## src/rtl/ib_cnu_f2_lut_loader_pkg.sv

```systemverilog
// Shared definitions for the IB-CNU LUT stage loaders (f0..f3).
package ib_cnu_f2_lut_loader_pkg;

    // Number of pages per frame: one address bit is reserved for the frame offset.
    function automatic int unsigned page_num(input int unsigned entry_addr);
        return 32'd1 << (entry_addr - 32'd1);
    endfunction

    localparam int unsigned ENTRY_ADDR_DEF = 6;
    localparam int unsigned PAGE_NUM       = page_num(ENTRY_ADDR_DEF);

    // Loader FSM: waiting for a request, expecting the bank0 entry, expecting the bank1 entry.
    typedef enum logic [1:0] {
        StIdle   = 2'd0,
        StFillB0 = 2'd1,
        StFillB1 = 2'd2
    } lut_load_state_e;

endpackage

```

## src/rtl/ib_lut_pair_packer.sv

```systemverilog
// Holds the bank0 entry of a page and presents the {bank0, bank1} page word.
module ib_lut_pair_packer #(
    parameter int unsigned LUT_PORT_SIZE = 3
) (
    input  logic                       write_clk,
    input  logic                       rstn,
    input  logic                       bank0_we,
    input  logic [LUT_PORT_SIZE-1:0]   entry,
    output logic [2*LUT_PORT_SIZE-1:0] pair
);

    logic [LUT_PORT_SIZE-1:0] bank0_q;

    // Capture the bank0 entry until its bank1 partner arrives.
    always_ff @(posedge write_clk or negedge rstn) begin
        if (!rstn) begin
            bank0_q <= '0;
        end else if (bank0_we) begin
            bank0_q <= entry;
        end
    end

    // Bank1 is taken straight from the incoming beat so the word is ready on its transfer edge.
    always_comb begin
        pair = {bank0_q, entry};
    end

endmodule

```

## src/rtl/ib_cnu_f2_lut_loader.sv

```systemverilog
// Streams bank entries into the shared f2 LUT RAM write port, one page per entry pair.
module ib_cnu_f2_lut_loader
    import ib_cnu_f2_lut_loader_pkg::*;
#(
    parameter int unsigned ENTRY_ADDR      = 6,
    parameter int unsigned MULTI_FRAME_NUM = 2,
    parameter int unsigned BANK_NUM        = 2,
    parameter int unsigned LUT_PORT_SIZE   = 3
) (
    input  logic                              write_clk,
    input  logic                              rstn,
    input  logic                              load_start,
    input  logic                              load_frame,
    input  logic                              load_abort,
    input  logic [LUT_PORT_SIZE-1:0]          lut_in_data,
    input  logic                              lut_in_valid,
    output logic                              lut_in_ready,
    output logic [ENTRY_ADDR-1:0]             page_addr_ram,
    output logic [LUT_PORT_SIZE*BANK_NUM-1:0] ram_write_data_2,
    output logic                              ib_ram_we,
    output logic                              load_busy,
    output logic                              load_done
);

    localparam int unsigned FrameW = (MULTI_FRAME_NUM > 1) ? $clog2(MULTI_FRAME_NUM) : 1;
    localparam int unsigned PageW  = ENTRY_ADDR - FrameW;
    localparam int unsigned DataW  = LUT_PORT_SIZE * BANK_NUM;
    localparam logic [PageW-1:0] LastPage = PageW'(page_num(ENTRY_ADDR) - 32'd1);

    lut_load_state_e state_q, state_d;

    logic [PageW-1:0]  page_q;
    logic [FrameW-1:0] frame_q;

    logic              xfer;
    logic              start_load;
    logic              bank0_we;
    logic              write_fire;
    logic              done_fire;
    logic [DataW-1:0]  pair;

    logic              we_q;
    logic              done_q;
    logic [ENTRY_ADDR-1:0] addr_q;
    logic [DataW-1:0]  data_q;

    assign xfer = lut_in_valid & lut_in_ready;

    // State register.
    always_ff @(posedge write_clk or negedge rstn) begin
        if (!rstn) begin
            state_q <= StIdle;
        end else begin
            state_q <= state_d;
        end
    end

    // Next-state logic; the final write of a frame completes even if abort coincides with it.
    always_comb begin
        state_d = state_q;
        unique case (state_q)
            StIdle: begin
                if (load_start && !load_abort) begin
                    state_d = StFillB0;
                end
            end
            StFillB0: begin
                if (load_abort) begin
                    state_d = StIdle;
                end else if (xfer) begin
                    state_d = StFillB1;
                end
            end
            StFillB1: begin
                if (done_fire) begin
                    state_d = StIdle;
                end else if (write_fire) begin
                    state_d = StFillB0;
                end else if (load_abort) begin
                    state_d = StIdle;
                end
            end
            default: state_d = StIdle;
        endcase
    end

    // Per-state controls: handshake, busy flag and the strobes that drive the datapath.
    always_comb begin
        lut_in_ready = 1'b0;
        load_busy    = 1'b0;
        start_load   = 1'b0;
        bank0_we     = 1'b0;
        write_fire   = 1'b0;
        done_fire    = 1'b0;
        unique case (state_q)
            StIdle: begin
                start_load = load_start & ~load_abort;
            end
            StFillB0: begin
                lut_in_ready = 1'b1;
                load_busy    = 1'b1;
                bank0_we     = lut_in_valid & ~load_abort;
            end
            StFillB1: begin
                lut_in_ready = 1'b1;
                load_busy    = 1'b1;
                write_fire   = lut_in_valid & (~load_abort | (page_q == LastPage));
                done_fire    = write_fire & (page_q == LastPage);
            end
            default: begin
                lut_in_ready = 1'b0;
            end
        endcase
    end

    // Frame latch and page counter; load_start while busy never reaches here.
    always_ff @(posedge write_clk or negedge rstn) begin
        if (!rstn) begin
            page_q  <= '0;
            frame_q <= '0;
        end else if (start_load) begin
            page_q  <= '0;
            frame_q <= FrameW'(load_frame);
        end else if (write_fire) begin
            page_q  <= page_q + PageW'(1);
        end
    end

    // Registered write port; address and data hold between strobes.
    always_ff @(posedge write_clk or negedge rstn) begin
        if (!rstn) begin
            we_q   <= 1'b0;
            done_q <= 1'b0;
            addr_q <= '0;
            data_q <= '0;
        end else begin
            we_q   <= write_fire;
            done_q <= done_fire;
            if (write_fire) begin
                addr_q <= {frame_q, page_q};
                data_q <= pair;
            end
        end
    end

    ib_lut_pair_packer #(
        .LUT_PORT_SIZE (LUT_PORT_SIZE)
    ) u_packer (
        .write_clk (write_clk),
        .rstn      (rstn),
        .bank0_we  (bank0_we),
        .entry     (lut_in_data),
        .pair      (pair)
    );

    assign ib_ram_we        = we_q;
    assign load_done        = done_q;
    assign page_addr_ram    = addr_q;
    assign ram_write_data_2 = data_q;

endmodule

```

## config.mk

```make
export PLATFORM = sky130hd
export DESIGN_NAME = ib_cnu_f2_lut_loader
export DESIGN_NICKNAME = d
export VERILOG_FILES = /design/src/rtl/ib_cnu_f2_lut_loader_pkg.sv /design/src/rtl/ib_lut_pair_packer.sv /design/src/rtl/ib_cnu_f2_lut_loader.sv
export SDC_FILE = /design/constraint.sdc
export NUM_CORES = 1
export LEC_CHECK = 0
export CELL_PAD_IN_SITES_DETAIL_PLACEMENT = 1
export CELL_PAD_IN_SITES_GLOBAL_PLACEMENT = 2
export CORE_ASPECT_RATIO = 0.7
export CORE_UTILIZATION = 33
export DETAILED_ROUTE_END_ITERATION = 10
export PLACE_DENSITY_LB_ADDON = 0.1
export SLEW_MARGIN = 30
export SYNTH_ARGS = -nofsm -noshare
export SYNTH_HDL_FRONTEND = slang
export SYNTH_SLANG_ARGS = --single-unit
```

## constraint.sdc

```tcl
create_clock -name write_clk -period 2 [get_ports write_clk]
set_input_delay 0.4 -clock write_clk [delete_from_list [all_inputs] [get_ports write_clk]]
set_output_delay 0.4 -clock write_clk [all_outputs]
set_load 0.1 [all_outputs]
```

==> metrics.txt <==
status complete, no violations; crit path DAT 2.07 ns; share of layout cells above drive strength 1 39.34%; core area 3254 um2; layout net count 138; most frequent cells in the layout dfrtp_1, buf_4, mux2_2; number of global-route vias before repair 803; hold crit path type input pin to async pin; CTS H-Tree Depth 1; CP Capture Point page_q[3]$_DFFE_PN0P_; CTS tree built; # setup viols final 0; total power 2496 uW; Post-CTS Resized 0; ant diodes 0; Max VDD drop 1757 uV; Global Route Usage Sum 13.73%; post-route ant nets 0; setup slack, reg-to-reg 0.13 ns; top_reg_cell synth dfrtp_1; post-synthesis cell type count 29; TritonCTS Buffers 3; fin area 1541 um2; Routability Congestion 0.7962; Clock Path Buffers 2; Avg WL per Cell 13.22 um; Root Driver clkbuf_8; starting density of the core 35.68%; I/O pin count 25; CP Launch Type flop; sequential area share after synthesis 53.88%; yosys warns 0; Rows 17; Die Height 51.63 um; first-pass GRT wire length 3781 um; Crit path required time 2.20 ns; die area 3764 um2; cell count after synthesis 90; synthesized area 1161 um2; CTS Hold Bufs 0; drt pass-1 iters 4; largest net degree at the start of global routing 26; asr flop ratio synth 100.0%; Worst-Skew Late Latency 0.27 ns; Detailed Place HPWL 1765 um; gr ovfl total 0; routed wire length 2235 um; Critical Path Start page_q[1]$_DFFE_PN0P_; number of synthesized flops with an enable pin 0; DR vias 803; DRC 0; Leak 0.0007329 uW; Final Hold Vio Count 0; Final Critical Period 1.869 ns; Mapped Avg Cell Area 12.90 um2; crit path capture type flop; FF-to-FF path depth 7; Max Freq 0.5350 GHz; vias per std cell 4.751; worst-case clock skew 0.005189 ns; Port-buffer cells 24; CTS sink cnt 25; FF-to-FF End page_q[3]$_DFFE_PN0P_; Tcrit/Tclk final 93.45%; Syn-to-layout area delta 32.76%; clock transition at the registers of the reported paths 0.09 ns; fin. max-slew vios 0; Die Span X 72.90 um; Slew headroom 75.89%; Least-Margin Pin Slew 0.3525 ns; Seq cells post-synth 25; placed cell areas 1493 um2; critical path class flop to flop; unrepaired setup endpoints after global routing no; antenna violations before repair 0; Net Count, Synth 105; 1st-iter DRT viols 23; Max Fanout on Critical Path 8; pwr/cell area 1620 nW/um2; r2r startpoint page_q[1]$_DFFE_PN0P_; max-cap viol count 0; commonest non-fill, non-tap cell in the layout dfrtp_1; Post-CTS Setup Bufs 0
[Yosys cell counts, drive strengths merged (2+ instances only)]
cell    number  share of area (%)
a21oi        6                2.9
mux2        17                 16
inv          6                1.9
o21ai        3                1.3
nor2         2               0.86
nand3        3                1.3
buf          3                2.6
o31ai        2                1.3
and3         2                1.1
or4          2                1.6
nand2b       2                1.1
ha           6                6.5
dfrtp       25                 54
[registers in the layout, indices dropped and copies added (netlist names)]
name and cells:
page_addr_ram 6, load_done 1, ram_write_data_2 6, page_q 5, frame_q 1, u_packer.bank0_q 3, ib_ram_we 1, state_q 2
[worst min-delay path by stage]
| stage | from | end | cells after the start |
|---|---|---|---|
| finish | rstn | load_done$_DFF_PN0_ | 2 |
| global route | rstn | load_done$_DFF_PN0_ | 2 |
| CTS | rstn | page_addr_ram[4]$_DFFE_PN0P_ | 2 |
| detailed placement | frame_q$_DFFE_PN0P_ | frame_q$_DFFE_PN0P_ | 1 |
| global placement | u_packer.bank0_q[2]$_DFFE_PN0P_ | u_packer.bank0_q[2]$_DFFE_PN0P_ | 1 |
| floorplan | rstn | frame_q$_DFFE_PN0P_ | 0 |
[logic make-up (layout without fill, tap and decap cells)]
group	count (synthesis)	count (layout)	synth area share, %
mux	17	17	16.49
flops	25	25	53.88
simple gates	18	18	10.35
fa+ha+maj	6	6	6.465
compound gates	15	15	8.297
buf+inv	9	41	4.526
[per-stage QoR]
step	utilization [%]	setup TNS (ns)	std cells	hold slack, ns	setup slack (ns)
5_1_grt	47.37	0	169	0.5031	0.009256
3_3_place_gp	45.87	0	165	0.4838	0.03380
4_1_cts	47.37	0	169	0.4935	0.1057
6_report	47.37	0	169	0.4834	0.1309
2_1_floorplan	-	0	90	0.1044	0.1737
3_5_place_dp	45.87	-0.05343	165	0.4948	-0.05343
[layer usage]
metal  track usage (%)  up-vias  share of wire (%)
met5                 0        -                  0
met4             3.922        0               0.31
met3             4.651        2                4.0
met2             21.81       15                 44
met1             17.85      400                 52
li1                  -      386                  -
[where the power goes]
group          internal [uW]  leakage [uW]  total [uW]  switching [uW]
clock                    141     0.0000217         300             159
combinational            462      0.000378        1480            1010
sequential               642      0.000334         721            79.1
[worst max-delay path: stages (launching register included)]
cell and delay [ns]:
dfrtp_1 0.41, ha_1 0.18, and3_1 0.16, ha_1 0.20, nor2b_1 0.08, buf_4 0.16, or4_4 0.48, a21oi_2 0.14
[final cells by class]
cell class / count / area [um2]
clock buffer: 3 / 41.29
clock inverter: 1 / 7.507
fill: 355 / 1713
inverter: 6 / 22.52
multi-input combinational: 56 / 495.5
sequential: 25 / 625.6
tap: 47 / 58.81
timing repair buffer: 31 / 290.3
No activity file was read; power rests on OpenSTA's default activity.
